`src/rtl/clock_pkg.sv`:
```
// Shared constants and small helpers for the time_counter clock core.
// Holds the mode encoding, the time-field limits and the wrap/12-hour increment functions.
package clock_pkg;

    localparam int TIME_W = 7;

    localparam logic [1:0] MODE_RUN      = 2'd0;
    localparam logic [1:0] MODE_SET_HOUR = 2'd1;
    localparam logic [1:0] MODE_SET_MIN  = 2'd2;

    localparam logic [TIME_W-1:0] SEC_MAX    = 7'd59;
    localparam logic [TIME_W-1:0] MIN_MAX    = 7'd59;
    localparam logic [TIME_W-1:0] HOUR_MAX   = 7'd23;
    localparam logic [TIME_W-1:0] HOUR12_MAX = 7'd12;
    localparam logic [TIME_W-1:0] HOUR12_PRE = HOUR12_MAX - 7'd1;

    // Increment with wrap to zero; anything at or above the limit also wraps.
    function automatic logic [TIME_W-1:0] wrap_inc(input logic [TIME_W-1:0] v,
                                                   input logic [TIME_W-1:0] max_v);
        return (v >= max_v) ? '0 : v + 1'b1;
    endfunction

    // 12-hour step returning {pm, hour}: 11 -> 12 flips the meridiem, 12 -> 1 keeps it.
    function automatic logic [TIME_W:0] hour12_inc(input logic [TIME_W-1:0] h,
                                                   input logic             p);
        if (h >= HOUR12_MAX)
            return {p, 7'd1};
        else if (h == HOUR12_PRE)
            return {~p, HOUR12_MAX};
        else
            return {p, h + 7'd1};
    endfunction

endpackage

```
`src/rtl/time_counter_tick_gen.sv`:
```
// Prescaler dividing the system clock down to a one-cycle tick every CLK_FREQ cycles.
// Counts only while enabled; synchronous clear has priority over counting.
module tick_gen #(
    parameter int CLK_FREQ = 50_000_000,
    parameter int PRE_W    = 26
) (
    input  logic clk,
    input  logic rst,
    input  logic en,
    input  logic clr,
    output logic tick
);

    localparam logic [PRE_W-1:0] TC = PRE_W'(CLK_FREQ - 1);

    logic [PRE_W-1:0] count;

    assign tick = en & (count == TC);

    always_ff @(posedge clk or posedge rst) begin
        if (rst)
            count <= '0;
        else if (clr)
            count <= '0;
        else if (en)
            count <= (count == TC) ? '0 : count + 1'b1;
    end

endmodule

```
`src/rtl/time_counter.sv`:
```
// Timekeeping core: 1 Hz seconds/minutes/hours counters with a button-driven set mode.
// Define TIME_COUNTER_HOUR12_EN for 12-hour display with an added pm output.
module time_counter
    import clock_pkg::*;
#(
    parameter int CLK_FREQ = 50_000_000,
    parameter int PRE_W    = 26
) (
    input  logic              clk,
    input  logic              rst,
    input  logic              btn_mode,
    input  logic              btn_inc,
    output logic [TIME_W-1:0] sec,
    output logic [TIME_W-1:0] min,
    output logic [TIME_W-1:0] hour,
    output logic [1:0]        mode,
    output logic              tick_1hz,
`ifdef TIME_COUNTER_HOUR12_EN
    output logic              pm,
`endif
    output logic              day_pulse
);

`ifdef TIME_COUNTER_HOUR12_EN
    localparam logic [TIME_W-1:0] HOUR_RST = HOUR12_MAX;
`else
    localparam logic [TIME_W-1:0] HOUR_RST = '0;
`endif

    logic              mode_prev, inc_prev;
    logic              mode_ev, inc_ev;
    logic              run, tick, advance;
    logic              sec_wrap, min_wrap;
    logic              min_step, hour_step, day_roll;
    logic [TIME_W-1:0] hour_inc;

    assign mode_ev = btn_mode & ~mode_prev;
    assign inc_ev  = btn_inc & ~inc_prev;
    assign run     = (mode == MODE_RUN);

    // Any mode change restarts the prescaler, so a tick racing RUN->SET_HOUR is lost.
    tick_gen #(
        .CLK_FREQ (CLK_FREQ),
        .PRE_W    (PRE_W)
    ) u_tick_gen (
        .clk  (clk),
        .rst  (rst),
        .en   (run),
        .clr  (mode_ev),
        .tick (tick)
    );

    assign tick_1hz = tick;
    assign advance  = tick & ~mode_ev;
    assign sec_wrap = (sec >= SEC_MAX);
    assign min_wrap = (min >= MIN_MAX);

    // A mode event swallows a same-cycle inc event.
    assign min_step  = (advance & sec_wrap)
                     | (inc_ev & ~mode_ev & (mode == MODE_SET_MIN));
    assign hour_step = (advance & sec_wrap & min_wrap)
                     | (inc_ev & ~mode_ev & (mode == MODE_SET_HOUR));

`ifdef TIME_COUNTER_HOUR12_EN
    logic pm_inc;
    assign {pm_inc, hour_inc} = hour12_inc(hour, pm);
    assign day_roll = advance & sec_wrap & min_wrap & pm & (hour == HOUR12_PRE);
`else
    assign hour_inc = wrap_inc(hour, HOUR_MAX);
    assign day_roll = advance & sec_wrap & min_wrap & (hour >= HOUR_MAX);
`endif

    always_ff @(posedge clk or posedge rst) begin
        if (rst) begin
            mode_prev <= 1'b0;
            inc_prev  <= 1'b0;
            mode      <= MODE_RUN;
            sec       <= '0;
            min       <= '0;
            hour      <= HOUR_RST;
            day_pulse <= 1'b0;
`ifdef TIME_COUNTER_HOUR12_EN
            pm        <= 1'b0;
`endif
        end else begin
            mode_prev <= btn_mode;
            inc_prev  <= btn_inc;
            day_pulse <= day_roll;

            if (mode_ev) begin
                case (mode)
                    MODE_RUN:      mode <= MODE_SET_HOUR;
                    MODE_SET_HOUR: mode <= MODE_SET_MIN;
                    default:       mode <= MODE_RUN;
                endcase
            end

            if (mode_ev && run)
                sec <= '0;
            else if (advance)
                sec <= wrap_inc(sec, SEC_MAX);

            if (min_step)
                min <= wrap_inc(min, MIN_MAX);

            if (hour_step) begin
                hour <= hour_inc;
`ifdef TIME_COUNTER_HOUR12_EN
                pm   <= pm_inc;
`endif
            end
        end
    end

endmodule

```
`config.mk`:
```
export PLATFORM = sky130hd
export DESIGN_NAME = time_counter
export DESIGN_NICKNAME = d
export VERILOG_FILES = /design/src/rtl/clock_pkg.sv /design/src/rtl/time_counter_tick_gen.sv /design/src/rtl/time_counter.sv
export SDC_FILE = /design/constraint.sdc
export NUM_CORES = 1
export LEC_CHECK = 0
export ABC_AREA = 0
export ABC_CLOCK_PERIOD_IN_PS = 6100
export CAP_MARGIN = 20
export CORE_MARGIN = 4
export CORE_UTILIZATION = 38
export CTS_BUF_LIST = sky130_fd_sc_hd__clkbuf_8 sky130_fd_sc_hd__clkbuf_16
export DETAILED_ROUTE_END_ITERATION = 10
export GPL_TIMING_DRIVEN = 0
export SLEW_MARGIN = 20
export SYNTH_ARGS = -nofsm -noshare
export SYNTH_HDL_FRONTEND = slang
export SYNTH_SLANG_ARGS = --single-unit
export TNS_END_PERCENT = 50
```
`constraint.sdc`:
```
create_clock -name clk -period 6.1 [get_ports clk]
set_input_delay 1.22 -clock clk [delete_from_list [all_inputs] [get_ports clk]]
set_output_delay 1.22 -clock clk [all_outputs]
set_load 0.005 [all_outputs]
```
==> impl_metrics.yaml <==
pwr:
  power.density_nw_per_um2: 279
  peakVddDrop_uv: 158
  leakagePower_nw: 1.47
finish:
  final_cells: 413
  seq_area_sq_um: 1300
  multi_input_area_sq_um: 1450
  antenna_cells: 0
  mostFrequentLayoutCell: "dfrtp_1"
  nFillCells: 723
  final_cell_mix: "52 x dfrtp_1, 32 x nor2_1, 28 x clkdlybuf4s50_1, 21 x nand3_1, 18 x nand2_1"
  syn_to_final_growth_pct: 19.0
  drive_gt1_frac: 0.0828
  fin_nets: 321
timing:
  maxSlewHeadroom: 0.573
  finalClockSkew_ps: 8.78
  grt_setup_unrepaired: "no"
  setup_violations: 0
  clock.fmax_ghz: 0.292
  worstMarginPinSlew_ps: 641
  tns_ps: 0
  slew_viol_final: 0
  period_needed_ps: 3430
  finalCritPeriodShare: 0.562
  hold_viol: 0
routing:
  drcViolationCount: 0
  wl_per_cell_microns: 14.9
  ant_nets: 0
  vias: 2246
  routed_wirelength_microns: 6170
  first_pass_iters: 4
  via_per_inst: 5.44
  drt-initial-drc-count: 128
logic_synthesis:
  netlist_area_sq_um: 2800
  yosysTopAreaCell: "dfrtp_1"
  synth_warnings: 0
  synth.distinct_cells: 57
  syn-num-nets: 286
  synthCells: 278
  syn_avg_cell_area_sq_um: 10.1
  ys_ff_latch: 52
  synth-main-ff-cell: "dfrtp_1"
  synth.area.top_cells: "dfrtp_1 46%, xor2_1 4.7%, nor2_1 4.3%, nand3_1 3.8%, nand4_1 3.1%"
  synth_top_area_share: 0.464
  seq_area_frac_synth: 0.464
  synth_edf_count: 0
  async_flop_share: 1.00
setup_path:
  cp-start-kind: "flip-flop"
  r2r-start: "min[0]"
  max_stage_delay_ps: 550
  critPathMaxFanout: 6
  endpoint_kind: "output pin"
  worstSetupPathType: "flip-flop to output pin"
  slowest_stage: "clkdlybuf4s50_1"
  startpoint: "u_tick_gen.count[10]"
  path_cells: "nor4_4 -> nand4_2 -> nor3_1 -> clkdlybuf4s50_1"
  cp.required_ps: 4880
  worst_ep_arrival_time_ps: 2210
global_route:
  grt_pass1_vias: 2087
  grt_pass1_wl_microns: 10500
  antenna_found_initial: 0
  grt_overflow: 0
  grt_usage: 0.148
  grt_start_max_net_pins: 53
clock_tree:
  cts-root-buf: "clkbuf_8"
  cts_tree: "yes"
  cts_resized: 0
  clk_path_buf_depth: 2
  cts-buffers-inserted: 5
  clock-sinks: 52
  cts_max_level: 2
  ctsHoldBuffers: 0
  clkTransAtPathRegs_ps: 100
  clock_latency_ps: 310
  post-cts-setup-buffers: 0
run_status:
  status: "finished, final reports clean"
min_path:
  hp-class: "flip-flop to flip-flop"
  hp-start: "u_tick_gen.count[25]"
flow_run:
  drv_cap: 0
floorplanning:
  ioPinCount: 29
  die_area_sq_um: 8810
  row_count: 31
  die_w_microns: 93.9
  initial_core_util: 0.388
  core_area_sq_um: 7210
  die_h_microns: 93.9
placed_design:
  gp_congestion: 0.777
  dp_hpwl_microns: 4350
  io_buffers: 28
  dpl.cell_count: 405
## kinds of logic (layout without fill, tap and decap cells)
| group | after synthesis | count (layout) | share of synthesized area |
|---|---|---|---|
| fa+ha+maj | 4 | 4 | 0.0179 |
| xor+xnor | 22 | 22 | 0.0688 |
| buf+inv | 12 | 48 | 0.0192 |
| flops | 52 | 52 | 0.464 |
| simple gates | 132 | 132 | 0.268 |
| compound gates | 53 | 53 | 0.149 |
| mux | 3 | 3 | 0.0129 |
## flip-flops by register name, summed over array words and instances, names as in the netlist
| name | cells |
|---|---|
| hour | 7 |
| inc_prev | 1 |
| sec | 7 |
| u_tick_gen.count | 26 |
| day_pulse | 1 |
| mode | 2 |
| min | 7 |
| mode_prev | 1 |
## path summary, 6_finish.rpt
kind	cells after the start	endpoint	slack (ps)
max in group asynchronous	2	u_tick_gen.count[21]	4320
setup / recovery	4	tick_1hz	2670
setup reg to reg	6	hour[1]	3830
min in group asynchronous	2	min[4]	1350
hold reg to reg	1	u_tick_gen.count[25]	490
hold / removal	1	u_tick_gen.count[25]	490
## critical path, delay by kind of cell (launching register included)
kind | cells | cell delay (ps)
flops | 1 | 480
buf+inv | 1 | 550
simple gates | 3 | 880
## area by class of cell
cell class | count | area share
multi-input combinational | 214 | 0.434
sequential | 52 | 0.390
timing repair buffer | 28 | 0.0840
tap | 99 | 0.0371
clock buffer | 7 | 0.0289
buffer | 7 | 0.0105
clock inverter | 1 | 0.00900
inverter | 5 | 0.00638
## metal layers
| metal | vias up | wire, microns | GRT usage | share of wire |
|---|---|---|---|---|
| met5 | - | 0 | 0 | 0 |
| met4 | 0 | 75 | 0.0397 | 0.012 |
| met3 | 7 | 183 | 0.0272 | 0.030 |
| met2 | 35 | 2710 | 0.212 | 0.44 |
| met1 | 1097 | 3200 | 0.228 | 0.52 |
| li1 | 1107 | - | - | - |
## power breakdown
part | switching (mW) | total, mW | internal [mW]
combinational | 0.105 | 0.224 | 0.119
sequential | 0.0606 | 0.444 | 0.383
clock | 0.118 | 0.263 | 0.145
## through the flow
| stage | util | setup WS (ps) | instance area, sq um | hold slack, ps | power (mW) |
|---|---|---|---|---|---|
| after floorplan | - | 3620 | 2800 | 443 | 0.576 |
| after global placement | 0.445 | 2550 | 3210 | 467 | 0.671 |
| after detailed placement | 0.445 | 2820 | 3210 | 466 | 0.677 |
| after CTS | 0.462 | 2650 | 3340 | 485 | 0.940 |
| after global routing | 0.462 | 2560 | 3340 | 517 | 0.983 |
| final | 0.462 | 2670 | 3340 | 486 | 0.930 |
## Yosys cell counts, types with 5 or more instances
master / count
inv_1: 5
nand4_1: 14
o21ai_0: 12
nand3_1: 21
nor2_1: 32
and4_1: 6
nand2_1: 18
a31oi_1: 5
xnor2_1: 7
a22o_1: 5
and2_1: 5
dfrtp_1: 52
a21oi_1: 5
xor2_1: 15
(Power assumes the default switching activity.)
